--- config.mk ---
export PLATFORM = sky130hd
export DESIGN_NAME = branch_resolution_ctrl
export DESIGN_NICKNAME = d
export VERILOG_FILES = /design/src/rtl/branch_resolution_ctrl.sv
export SDC_FILE = /design/constraint.sdc
export NUM_CORES = 1
export LEC_CHECK = 0
export BUFFER_PORTS_ARGS = -buffer_cell sky130_fd_sc_hd__buf_2
export CORE_MARGIN = 5
export CORE_UTILIZATION = 50
export CTS_CLUSTER_DIAMETER = 150
export CTS_CLUSTER_SIZE = 28
export DETAILED_ROUTE_END_ITERATION = 10
export GPL_ROUTABILITY_DRIVEN = 0
export PLACE_DENSITY = 0.72
export SYNTH_ARGS = -nofsm -noshare
export SYNTH_HDL_FRONTEND = slang
export SYNTH_SLANG_ARGS = --single-unit
--- constraint.sdc ---
create_clock -name clk -period 7.13 [get_ports clk]
set_input_delay 0.3565 -clock clk [delete_from_list [all_inputs] [get_ports clk]]
set_output_delay 0.3565 -clock clk [all_outputs]
set_load 0.02 [all_outputs]
--- src/rtl/branch_resolution_ctrl.sv ---
// Tracks in-flight branch predictions from IF to EX, resolves them against the
// actual outcome, and drives squash/redirect plus a one-cycle predictor update.
module branch_resolution_ctrl #(
  parameter int DEPTH = 4,
  parameter int PTR_W = 2
) (
  input  logic             clk,
  input  logic             reset,
  input  logic             fetch_fire,
  input  logic [31:0]      fetch_pc,
  input  logic [31:0]      pred_next_pc,
  input  logic [4:0]       pred_pht_index,
  input  logic             ex_valid,
  input  logic             ex_is_branch,
  input  logic             ex_is_jal,
  input  logic             ex_is_jalr,
  input  logic             ex_taken,
  input  logic [31:0]      ex_target,
  output logic             stall_fetch,
  output logic             flush_if_id,
  output logic             flush_id_ex,
  output logic             redirect_valid,
  output logic [31:0]      redirect_pc,
  output logic             upd_is_branch,
  output logic             upd_is_jal,
  output logic             upd_is_jalr,
  output logic             upd_taken,
  output logic             upd_correct,
  output logic [4:0]       upd_pht_index,
  output logic [31:0]      upd_pc,
  output logic [31:0]      upd_target,
  output logic [PTR_W:0]   q_count,
  output logic [31:0]      branch_count,
  output logic [31:0]      mispredict_count,
  output logic             proto_err
);

  typedef enum logic [0:0] {RUN, FLUSH} state_t;

  localparam logic [PTR_W:0] FULL_CNT = DEPTH[PTR_W:0];

  state_t state, next_state;

  logic [31:0]      pc_mem   [DEPTH];
  logic [31:0]      pred_mem [DEPTH];
  logic [4:0]       idx_mem  [DEPTH];
  logic [PTR_W-1:0] rd_ptr, wr_ptr;

  logic        full, in_run, push, pop;
  logic        ctrl, redirects, correct, mispredict;
  logic [31:0] head_pc, head_pred, actual_next;

  assign full        = (q_count == FULL_CNT);
  assign stall_fetch = full;
  assign in_run      = (state == RUN);
  assign pop         = ex_valid && in_run && (q_count != '0);
  // A pop in the same cycle frees the slot, so a full queue may still accept a push.
  assign push        = fetch_fire && in_run && (!full || pop);

  assign head_pc     = pc_mem[rd_ptr];
  assign head_pred   = pred_mem[rd_ptr];
  assign ctrl        = ex_is_branch | ex_is_jal | ex_is_jalr;
  assign redirects   = (ex_is_branch && ex_taken) || ex_is_jal || ex_is_jalr;
  assign actual_next = redirects ? ex_target : head_pc + 32'd4;
  assign correct     = (actual_next == head_pred);
  assign mispredict  = pop && !correct;

  assign flush_if_id    = (state == FLUSH);
  assign flush_id_ex    = (state == FLUSH);
  assign redirect_valid = (state == FLUSH);

  always_ff @(posedge clk) begin
    if (reset) state <= RUN;
    else       state <= next_state;
  end

  always_comb begin
    next_state = state;
    case (state)
      RUN:     if (mispredict) next_state = FLUSH;
      FLUSH:   next_state = RUN;
      default: next_state = RUN;
    endcase
  end

  always_ff @(posedge clk) begin
    if (push && !mispredict) begin
      pc_mem[wr_ptr]   <= fetch_pc;
      pred_mem[wr_ptr] <= pred_next_pc;
      idx_mem[wr_ptr]  <= pred_pht_index;
    end
  end

  // A mispredict empties the queue and drops any same-cycle push.
  always_ff @(posedge clk) begin
    if (reset || mispredict) begin
      rd_ptr  <= '0;
      wr_ptr  <= '0;
      q_count <= '0;
    end else begin
      if (push) wr_ptr <= wr_ptr + 1'b1;
      if (pop)  rd_ptr <= rd_ptr + 1'b1;
      if (push && !pop)      q_count <= q_count + 1'b1;
      else if (pop && !push) q_count <= q_count - 1'b1;
    end
  end

  always_ff @(posedge clk) begin
    if (reset) begin
      upd_is_branch <= 1'b0;
      upd_is_jal    <= 1'b0;
      upd_is_jalr   <= 1'b0;
      upd_taken     <= 1'b0;
      upd_correct   <= 1'b0;
      upd_pht_index <= '0;
      upd_pc        <= '0;
      upd_target    <= '0;
      redirect_pc   <= '0;
    end else begin
      upd_is_branch <= pop && ex_is_branch;
      upd_is_jal    <= pop && ex_is_jal;
      upd_is_jalr   <= pop && ex_is_jalr;
      upd_taken     <= pop && ctrl && (ex_is_branch ? ex_taken : 1'b1);
      upd_correct   <= pop && ctrl && correct;
      upd_pht_index <= (pop && ctrl) ? idx_mem[rd_ptr] : 5'd0;
      upd_pc        <= (pop && ctrl) ? head_pc : 32'd0;
      upd_target    <= (pop && ctrl) ? ex_target : 32'd0;
      redirect_pc   <= mispredict ? actual_next : 32'd0;
    end
  end

  always_ff @(posedge clk) begin
    if (reset) begin
      branch_count     <= '0;
      mispredict_count <= '0;
      proto_err        <= 1'b0;
    end else begin
      if (pop && ctrl && branch_count != 32'hFFFF_FFFF)
        branch_count <= branch_count + 32'd1;
      if (mispredict && mispredict_count != 32'hFFFF_FFFF)
        mispredict_count <= mispredict_count + 32'd1;
      if (in_run && ((fetch_fire && full && !pop) || (ex_valid && q_count == '0)))
        proto_err <= 1'b1;
    end
  end

endmodule

==> impl_metrics.py, run 1 <==
metrics = {
    "power_and_ir_drop": {
        "total_power_mw": 6.66,
        "power_density_nw_per_um2": 313,
        "vdd.ir_drop.worst_v": 0.000229,
        "cellLeakagePower_nw": 7.86,
    },
    "finish": {
        "multiInputGateArea_sq_um": 6300,
        "nFillCells": 2934,
        "area_growth_synth_to_finish_pct": 14.4,
        "finalNetCount": 1734,
        "fraction_of_layout_cells_with_a_size_suffix_above_1": 0.264,
        "layout.cells.non_filler": 2098,
        "seqCellArea_sq_um": 11900,
    },
    "floorplanning": {
        "die_x_um": 203,
        "die_area_sq_um": 41200,
        "rows": 70,
        "core_sq_um": 36700,
        "initial_standard_cell_utilization_of_the_core": 0.507,
        "die_height_um": 203,
        "io_pins": 287,
    },
    "clocking": {
        "h-tree-depth": 1,
        "cts_buffers": 20,
        "cts_tree": "built",
        "clkTransAtPathRegs_ns": 0.11,
        "cts_root_buf": "clkbuf_16",
        "clock_tree.buffer_depth": 3,
        "insertion_delay_ns": 0.56,
        "cts_resized": 0,
        "clock_sinks": 457,
    },
    "timing": {
        "fmax_mhz": 163,
        "timing.final.crit_share": 0.863,
        "slew_violations": 0,
        "hold_violations": 0,
        "whs_ns": 0.0126,
        "slew_hr": 0.216,
        "worst-slew-pin-transition_ns": 1.17,
        "setup_viol": 0,
        "layout_min_cycle_time_ns": 6.15,
        "setup_slack_ns": 0.979,
        "fin_tns_setup_ns": 0,
        "skew_final_ns": 0.0290,
        "grt_setup_unrepaired": "false",
    },
    "worst_setup_path": {
        "worst-endpoint-arrival_ns": 6.40,
        "crit_fanout": 38,
        "critPathLaunchType": "flip-flop",
        "list_of_cells_traversed_by_the_critical_path": "mux4_2, ha_1, nor2b_1, a2bb2oi_1, o21ai_0, a31oi_1, xor2_1, a2111oi_0, o2111ai_1, or4_1, nand2_1, and3_4, buf_12",
        "critical-path-slowest-cell": "or4_1",
        "crit_path_max_incr_delay_ns": 0.76,
        "required_ns": 7.38,
        "critPathCaptureType": "flip-flop",
        "path_class": "flip-flop to flip-flop",
    },
    "synth": {
        "sequential_cell_area_fraction_in_the_yosys_report": 0.640,
        "synth_cell_type_count": 75,
        "mappedNetlistNets": 1452,
        "post_synth_main_area_contributors": "edfxtp_1 (45%), dfxtp_1 (19%), mux4_2 (8.4%)",
        "post_synth_instance_area_sq_um": 18600,
        "yosysTopAreaCellShare": 0.445,
        "synthesis.area_per_instance_sq_um": 13.9,
        "synth_edf_count": 276,
        "postSynthRegisterBits": 457,
        "dominantRegCellSynth": "edfxtp_1",
        "synthesis.yosys.warnings": 0,
        "post_synth_inst_count": 1334,
        "async_flop_share": 0,
        "yosys.area.top_type": "edfxtp_1",
    },
    "route": {
        "drt-pass1-iter-count": 5,
        "route.detailed.drc": 0,
        "dr_total_vias": 12100,
        "drt_via_density": 5.78,
        "detailedRoute.firstIterationViolations": 1080,
        "route.antenna.remaining_nets": 0,
        "wl_per_cell_um": 23.3,
        "detail_route.wirelength_um": 49000,
    },
    "grt": {
        "grt_max_degree": 90,
        "grt_pass1_wl_um": 72800,
        "grt_antenna_before_repair": 5,
        "first_global_vias": 12000,
        "track_usage": 0.229,
        "overflow": 0,
    },
    "place": {
        "place.detailed.hpwl_um": 35600,
        "place.detailed.instances": 2044,
        "pre_cts_ws_ns": 1.03,
        "buffer_ports.inserted": 286,
    },
    "outcome": {
        "status": "complete, no violations",
    },
    "run": {
        "max_cap_viol_count": 0,
    },
    "worst_hold_path": {
        "hold_path.class": "input pin to flip-flop",
    },
}
## registers in the layout, indices dropped and copies added (netlist names), 2 cells and up, named ones only
register	flops
upd_pc	32
pc_mem	128
branch_count	32
rd_ptr	2
wr_ptr	2
q_count	3
mispredict_count	32
redirect_pc	32
upd_target	32
upd_pht_index	5
pred_mem	128
idx_mem	20
## cells by family after synthesis
group,after synthesis,synth area share
compound gates,120,0.0463
xor+xnor,105,0.0510
fa+ha+maj,9,0.00646
buf+inv,87,0.0232
flops,457,0.640
mux,98,0.101
simple gates,458,0.132
## where the power goes
part	total, mW	internal [mW]	switching, mW
clock network	1.36	0.565	0.797
registers	3.27	3.13	0.144
logic	2.02	0.786	1.24
total	6.66	4.48	2.18
## area by class of cell
type | instances | share of cell area
Sequential cell | 457 | 0.560
Multi-Input combinational cell | 790 | 0.296
Timing Repair Buffer | 319 | 0.0834
Tap cell | 468 | 0.0275
Clock buffer | 34 | 0.0270
Inverter | 28 | 0.00494
Clock inverter | 1 | 0.000941
Antenna cell | 1 | 0.000118
## routing by layer
metal  up-vias  GRT usage  routed length, um
met5         -          0                 38
met1      6008      0.313              20100
li1       5525          -                  -
met2       515      0.383              23500
met3        80     0.0433               4100
met4         8     0.0538               1280
## final timing paths
check / start / endpoint / slack, ns / depth (start not counted)
worst max-delay path: flip-flop / pred_mem[3][11] / 0.98 / 13
worst min-delay path: fetch_pc[12] / pc_mem[0][12] / 0.01 / 1
worst max register to register: flip-flop / pred_mem[3][11] / 0.98 / 13
worst min register to register: proto_err / proto_err / 0.50 / 2
## cell usage in the layout, fill, tap and decap left out, types with 9 or more instances in the layout
cell type	instances
buf_2	286
edfxtp_1	276
dfxtp_1	179
nor2_1	118
and2_1	72
mux4_2	69
xnor2_1	62
nand2_1	50
xor2_1	41
nand3_1	41
nand4_1	36
inv_1	28
a211oi_1	24
and3_1	24
nor2b_1	22
clkbuf_16	21
o21ai_0	19
dlygate4sd3_1	18
nor3_1	17
nor4_1	17
or3_1	16
mux2_2	14
a21oi_1	14
clkbuf_1	13
and4_1	12
buf_4	11
mux2i_1	10
a31oi_1	9
## metrics by stage
step	utilization	area, sq um
floorplan	-	18600
global placement	0.559	20500
detailed placement	0.559	20500
CTS	0.580	21300
global route	0.580	21300
finish	0.580	21300
## timing repair
item / CTS / global route
hold endpoints to repair: 60 / 4
hold buffers: 17 / 1
setup buffers: 0 / 0
## synth_stat cells (18+ instances only)
master / count
o21ai_0: 19
inv_1: 28
nand4_1: 36
mux4_2: 69
and3_1: 28
nor3_1: 18
nor2_1: 118
xnor2_1: 62
nand2_1: 50
clkbuf_1: 33
dfxtp_1: 181
xor2_1: 41
edfxtp_1: 276
a211oi_1: 25
nor2b_1: 22
and2_1: 72
nand3_1: 41
## critical path: cells and delay by family, from the launching register on
family                   cells  cell delay (ns)
AND/OR/NAND/NOR              4             1.84
AO/OA/AOI/OAI                5             1.82
multiplexers                 1             0.69
XOR/XNOR                     1             0.12
flip-flops                   1             0.75
adder cells (fa/ha/maj)      1             0.29
buffers and inverters        1             0.31
Note: power is estimated with default switching activity, not from simulation.
==> inputs of run 2 (changes only) <==
- MAX_ROUTING_LAYER: unset -> met4
==> run 2 against run 1 <==
Net effect:
- worst setup slack better by 0.045 ns
- sequential cell count stayed put
- utilization hardly changed
- clock-buffer cell count stayed put
- sequential share of layout area hardly changed
- final cell count is 0.19% higher
- global-route usage is 0.69 points higher
- clock skew is 0.0035 ns lower
- via count is 0.63% higher
- largest cell class unchanged
==> impl_metrics.py, run 2 (synthesized netlist as in run 1, its figures left out) <==
metrics = {
    "route": {
        "drt-pass1-iter-count": 5,
        "dr_total_vias": 12200,
        "wl_per_cell_um": 23.3,
        "drt_via_density": 5.81,
        "detail_route.wirelength_um": 49000,
        "route.antenna.remaining_nets": 0,
        "route.detailed.drc": 0,
        "detailedRoute.firstIterationViolations": 1031,
    },
    "timing": {
        "grt_setup_unrepaired": "false",
        "hold_violations": 0,
        "layout_min_cycle_time_ns": 6.11,
        "skew_final_ns": 0.0255,
        "fin_tns_setup_ns": 0,
        "setup_viol": 0,
        "fmax_mhz": 164,
        "slew_violations": 0,
        "worst-slew-pin-transition_ns": 1.15,
        "timing.final.crit_share": 0.856,
        "setup_slack_ns": 1.02,
        "slew_hr": 0.223,
    },
    "worst_hold_path": {
        "holdPathStages": 1,
        "hold_path.class": "input pin to flip-flop",
        "timing.hold.worst_endpoint": "pc_mem[0][12]",
        "hold_path_startpoint": "fetch_pc[12]",
    },
    "worst_setup_path": {
        "reg2reg_slack_ns": 1.02,
        "crit_fanout": 38,
        "cp_num_buf_inv": 1,
        "worstRegToRegCells": 13,
        "worst_r2r_endpoint": "pc_mem[3][0]",
        "critPathLaunchType": "flip-flop",
        "required_ns": 7.38,
        "worst-endpoint-arrival_ns": 6.36,
        "crit_path_max_incr_delay_ns": 0.75,
        "path_class": "flip-flop to flip-flop",
        "list_of_cells_traversed_by_the_critical_path": "mux4_2, ha_1, nor2b_1, a2bb2oi_1, o21ai_0, a31oi_1, xor2_1, a2111oi_0, o2111ai_1, or4_1, nand2_1, and3_4, buf_12",
        "critical-path-slowest-cell": "dfxtp_4",
        "critPathCaptureType": "flip-flop",
        "critical-path-top-delay-family": "simple AND/OR/NAND/NOR gates",
    },
    "floorplanning": {
        "die_x_um": 203,
        "die_area_sq_um": 41200,
        "core_sq_um": 36700,
        "io_pins": 287,
        "initial_standard_cell_utilization_of_the_core": 0.507,
        "rows": 70,
        "die_height_um": 203,
    },
    "place": {
        "pre_cts_ws_ns": 1.03,
        "place.detailed.hpwl_um": 35600,
        "buffer_ports.inserted": 286,
    },
    "grt": {
        "track_usage": 0.236,
        "grt_pass1_wl_um": 72700,
        "overflow": 0,
        "first_global_vias": 12000,
        "grt_antenna_before_repair": 5,
        "grt_max_degree": 90,
    },
    "clocking": {
        "clock_sinks": 457,
        "cts_tree": "built",
        "cts_root_buf": "clkbuf_16",
        "cts_buffers": 20,
        "insertion_delay_ns": 0.56,
        "clkTransAtPathRegs_ns": 0.11,
        "h-tree-depth": 1,
        "cts_post_setup_buffers_inserted": 0,
        "clock_tree.buffer_depth": 3,
    },
    "finish": {
        "fraction_of_layout_cells_with_a_size_suffix_above_1": 0.264,
        "finalNetCount": 1734,
        "final_core_utilization": 0.580,
        "leading_cell_types_in_the_layout_fill_and_taps_excluded": "buf_2 (286), edfxtp_1 (276), dfxtp_1 (179)",
        "nFillCells": 2933,
        "multiInputGateArea_sq_um": 6300,
        "final_common_cell": "buf_2",
        "seqCellArea_sq_um": 11900,
        "top_regs": "pc_mem x128, pred_mem x128",
        "area_growth_synth_to_finish_pct": 14.4,
    },
    "power_and_ir_drop": {
        "cellLeakagePower_nw": 7.86,
        "power_density_nw_per_um2": 313,
        "vdd.ir_drop.worst_v": 0.000228,
    },
    "run": {
        "max_cap_viol_count": 0,
    },
    "outcome": {
        "status": "complete, no violations",
    },
}
-- run 2: cell type report --
type	instances	share of cell area
sequential	457	0.560
multi-input combinational	790	0.296
clock buffer	34	0.0270
inverter	28	0.00494
clock inverter	1	0.000940
timing repair buffer	319	0.0833
antenna	5	0.000588
tap	468	0.0275
-- run 2: power breakdown --
| part | switching [mW] | internal, mW | total, mW |
|---|---|---|---|
| Clock | 0.797 | 0.565 | 1.36 |
| Sequential | 0.144 | 3.13 | 3.27 |
| Combinational | 1.24 | 0.786 | 2.03 |
-- run 2: what timing repair did --
| item | in CTS | in global routing |
|---|---|---|
| resized for setup | 0 | 0 |
| hold buffers | 17 | 1 |
| endpoints found under the hold margin | 60 | 4 |
-- run 2: per-stage QoR --
step	area, sq um	cells	power, mW	hold slack [ns]
2_1_floorplan	18600	1334	4.72	0.455
3_3_place_gp	20500	2044	5.31	0.469
3_5_place_dp	20500	2044	5.34	0.474
4_1_cts	21300	2096	6.68	0.000352
5_1_grt	21300	2102	6.94	-0.00101
6_report	21300	2102	6.66	0.00665
-- run 2: worst max path at each step --
stage | start | endpoint | slack [ns] | cells after the start
2_1_floorplan | flip-flop | idx_mem[0][0] | 1.40 | 14
3_3_place_gp | flip-flop | pred_mem[1][25] | 1.15 | 13
3_5_place_dp | flip-flop | pred_mem[3][25] | 1.03 | 13
4_1_cts | flip-flop | pred_mem[3][17] | 1.00 | 13
5_1_grt | flip-flop | pred_mem[3][11] | 0.62 | 13
6_report | flip-flop | pc_mem[3][0] | 1.02 | 13
-- run 2: per-layer routing --
layer / vias up / track usage / routed length [um]
met5: - / - / 0
met4: 0 / 0.0538 / 1320
met3: 78 / 0.0391 / 3840
met2: 548 / 0.384 / 23500
met1: 6055 / 0.316 / 20300
li1: 5531 / - / -
-- run 2: worst register-to-register path, stage by stage (launching register included) --
cell	delay [ns]
dfxtp_4	0.75
mux4_2	0.70
ha_1	0.29
nor2b_1	0.15
a2bb2oi_1	0.56
o21ai_0	0.17
a31oi_1	0.29
xor2_1	0.12
a2111oi_0	0.48
o2111ai_1	0.27
or4_1	0.75
nand2_1	0.28
and3_4	0.65
buf_12	0.33
==> inputs of run 3 (changes only) <==
- CTS_BUF_LIST: unset -> sky130_fd_sc_hd__clkbuf_16
- PLACE_DENSITY: 0.72 -> unset
- PLACE_DENSITY_LB_ADDON: unset -> 0.05
- SETUP_SLACK_MARGIN: unset -> 0.05
==> run 3 against run 2 <==
Net effect:
- sequential power hardly changed
- first-iteration DRC count fell by 12%
- critical path depth decreased by 2
- hold slack better by 0.019 ns
- non-clock buffer count is 3 higher
- cell area about the same
- global-route usage grew 0.46 points
- utilization is essentially flat
- clock skew up 0.0074 ns
- clock power hardly changed
- routed wire length increased by 0.94%
- maximum frequency increased by 0.38%
- critical path type unchanged
- critical endpoint is now pc_mem[2][23]
- largest cell class unchanged
- largest power group unchanged
==> impl_metrics.py, run 3 (synthesized netlist as in run 1, its figures left out) <==
metrics = {
    "power_and_ir_drop": {
        "vdd.ir_drop.worst_v": 0.000177,
        "power.net_switching_mw": 2.17,
        "cellInternalPower_mw": 4.47,
        "switching_share": 0.327,
        "combinational_share_of_power": 0.306,
        "clock_power_share": 0.201,
        "cellLeakagePower_nw": 7.93,
        "p_seq_frac": 0.493,
        "power_density_nw_per_um2": 312,
    },
    "place": {
        "placement.cell_area_sq_um": 20500,
        "buffer_ports.inserted": 286,
        "place.detailed.hpwl_um": 36000,
    },
    "finish": {
        "top_regs": "pc_mem x128, pred_mem x128",
        "finalNetCount": 1737,
        "final_common_cell": "buf_2",
        "leading_cell_types_in_the_layout_fill_and_taps_excluded": "buf_2 (286), edfxtp_1 (276), dfxtp_1 (179)",
        "stdcell_area_sq_um": 21300,
        "fraction_of_layout_cells_with_a_size_suffix_above_1": 0.266,
        "area_growth_synth_to_finish_pct": 14.5,
        "n_antenna_cell": 0,
    },
    "worst_setup_path": {
        "crit_path_max_incr_delay_ns": 0.87,
        "path_class": "flip-flop to flip-flop",
        "critPathLaunchType": "flip-flop",
        "critPathCaptureType": "flip-flop",
        "cp_num_buf_inv": 1,
        "critical-path-top-delay-family": "simple AND/OR/NAND/NOR gates",
        "critical-path-slowest-cell": "dfxtp_2",
        "required_ns": 7.34,
        "list_of_cells_traversed_by_the_critical_path": "mux4_2, nand4_1, nor3_1, a31oi_1, a211o_1, nor4_1, a41oi_1, or4_1, nand2_1, and3_4, buf_12",
        "crit_fanout": 37,
        "worst-endpoint-arrival_ns": 6.29,
    },
    "floorplanning": {
        "core_sq_um": 36700,
        "die_height_um": 203,
        "die_area_sq_um": 41200,
        "rows": 70,
        "io_pins": 287,
        "initial_standard_cell_utilization_of_the_core": 0.507,
        "die_x_um": 203,
    },
    "timing": {
        "slew_violations": 0,
        "fin_tns_setup_ns": 0,
        "hold_violations": 0,
        "timing.final.crit_share": 0.853,
        "fmax_mhz": 164,
        "worst-slew-pin-transition_ns": 1.07,
        "slew_hr": 0.285,
        "setup_viol": 0,
        "layout_min_cycle_time_ns": 6.08,
        "grt_setup_unrepaired": "false",
        "skew_final_ns": 0.0329,
    },
    "grt": {
        "overflow": 0,
        "grt_max_degree": 92,
        "grt_antenna_before_repair": 0,
        "grt_pass1_wl_um": 73700,
        "track_usage": 0.240,
        "first_global_vias": 11700,
    },
    "worst_hold_path": {
        "hold_path.class": "input pin to flip-flop",
    },
    "run": {
        "max_cap_viol_count": 0,
    },
    "clocking": {
        "cts_buffers": 20,
        "clkTransAtPathRegs_ns": 0.12,
        "h-tree-depth": 1,
        "cts_resized": 0,
        "cts_root_buf": "clkbuf_16",
        "cts_tree": "built",
        "clock_tree.buffer_depth": 3,
        "clock_sinks": 457,
        "insertion_delay_ns": 0.55,
    },
    "route": {
        "route.detailed.drc": 0,
        "wl_per_cell_um": 23.6,
        "route.antenna.remaining_nets": 0,
        "detail_route.wirelength_um": 49500,
        "drt-pass1-iter-count": 5,
        "detailedRoute.firstIterationViolations": 908,
        "dr_total_vias": 12000,
        "drt_via_density": 5.69,
    },
    "outcome": {
        "status": "complete, no violations",
    },
}
## run 3: power groups by stage
stage               Clock (mW)  Sequential (mW)  Combinational, mW
floorplan                    0             3.40               1.32
global placement             0             3.33               2.02
detailed placement           0             3.34               2.02
CTS                       1.38             3.28               2.04
global route              1.48             3.31               2.16
finish                    1.33             3.28               2.03
## run 3: worst register-to-register path, cell delays in order (launching register included)
cell and delay (ns):
dfxtp_2 0.87, mux4_2 0.46, nand4_1 0.48, nor3_1 0.79, a31oi_1 0.20, a211o_1 0.28, nor4_1 0.37, a41oi_1 0.28
or4_1 0.79, nand2_1 0.29, and3_4 0.59, buf_12 0.31
## run 3: metal layers
layer / part of all wire / track usage / vias up / wire length, um
li1: - / - / 5546 / -
met1: 0.42 / 0.332 / 5878 / 20900
met2: 0.49 / 0.388 / 478 / 24100
met3: 0.070 / 0.0324 / 53 / 3470
met4: 0.021 / 0.0497 / 0 / 1060
met5: 0 / - / - / 0
## run 3: metrics by stage
step	instances	power (mW)	hold slack (ns)	utilization	worst slack, ns
final	2101	6.64	0.0252	0.580	1.05
after global routing	2101	6.95	0.00670	0.580	0.704
after CTS	2101	6.70	0.000330	0.580	1.06
after detailed placement	2049	5.36	0.467	0.560	1.09
after global placement	2049	5.35	0.465	0.560	1.17
after floorplan	1334	4.72	0.455	-	1.40
## run 3: path summary, 6_finish.rpt
check                           depth (start not counted)              from         endpoint  slack (ns)
worst min register to register                          2         proto_err        proto_err        0.50
worst min-delay path                                    1  pred_next_pc[14]  pred_mem[3][14]        0.03
worst max-delay path                                   11         flip-flop    pc_mem[2][23]        1.05
worst max register to register                         11         flip-flop    pc_mem[2][23]        1.05
## run 3: layout make-up
class / instances / area [sq um]
flip-flops and latches: 457 / 11900
well taps: 468 / 586
clock inverters: 15 / 72.6
fillers: 3055 / 15400
repair buffers: 322 / 1790
multi-input cells: 790 / 6300
inverters: 28 / 105
clock buffers: 21 / 526
## run 3: timing repair
action / CTS / global route
setup buffers: 0 / 0
endpoints found under the hold margin: 55 / 0
hold buffers: 16 / 0
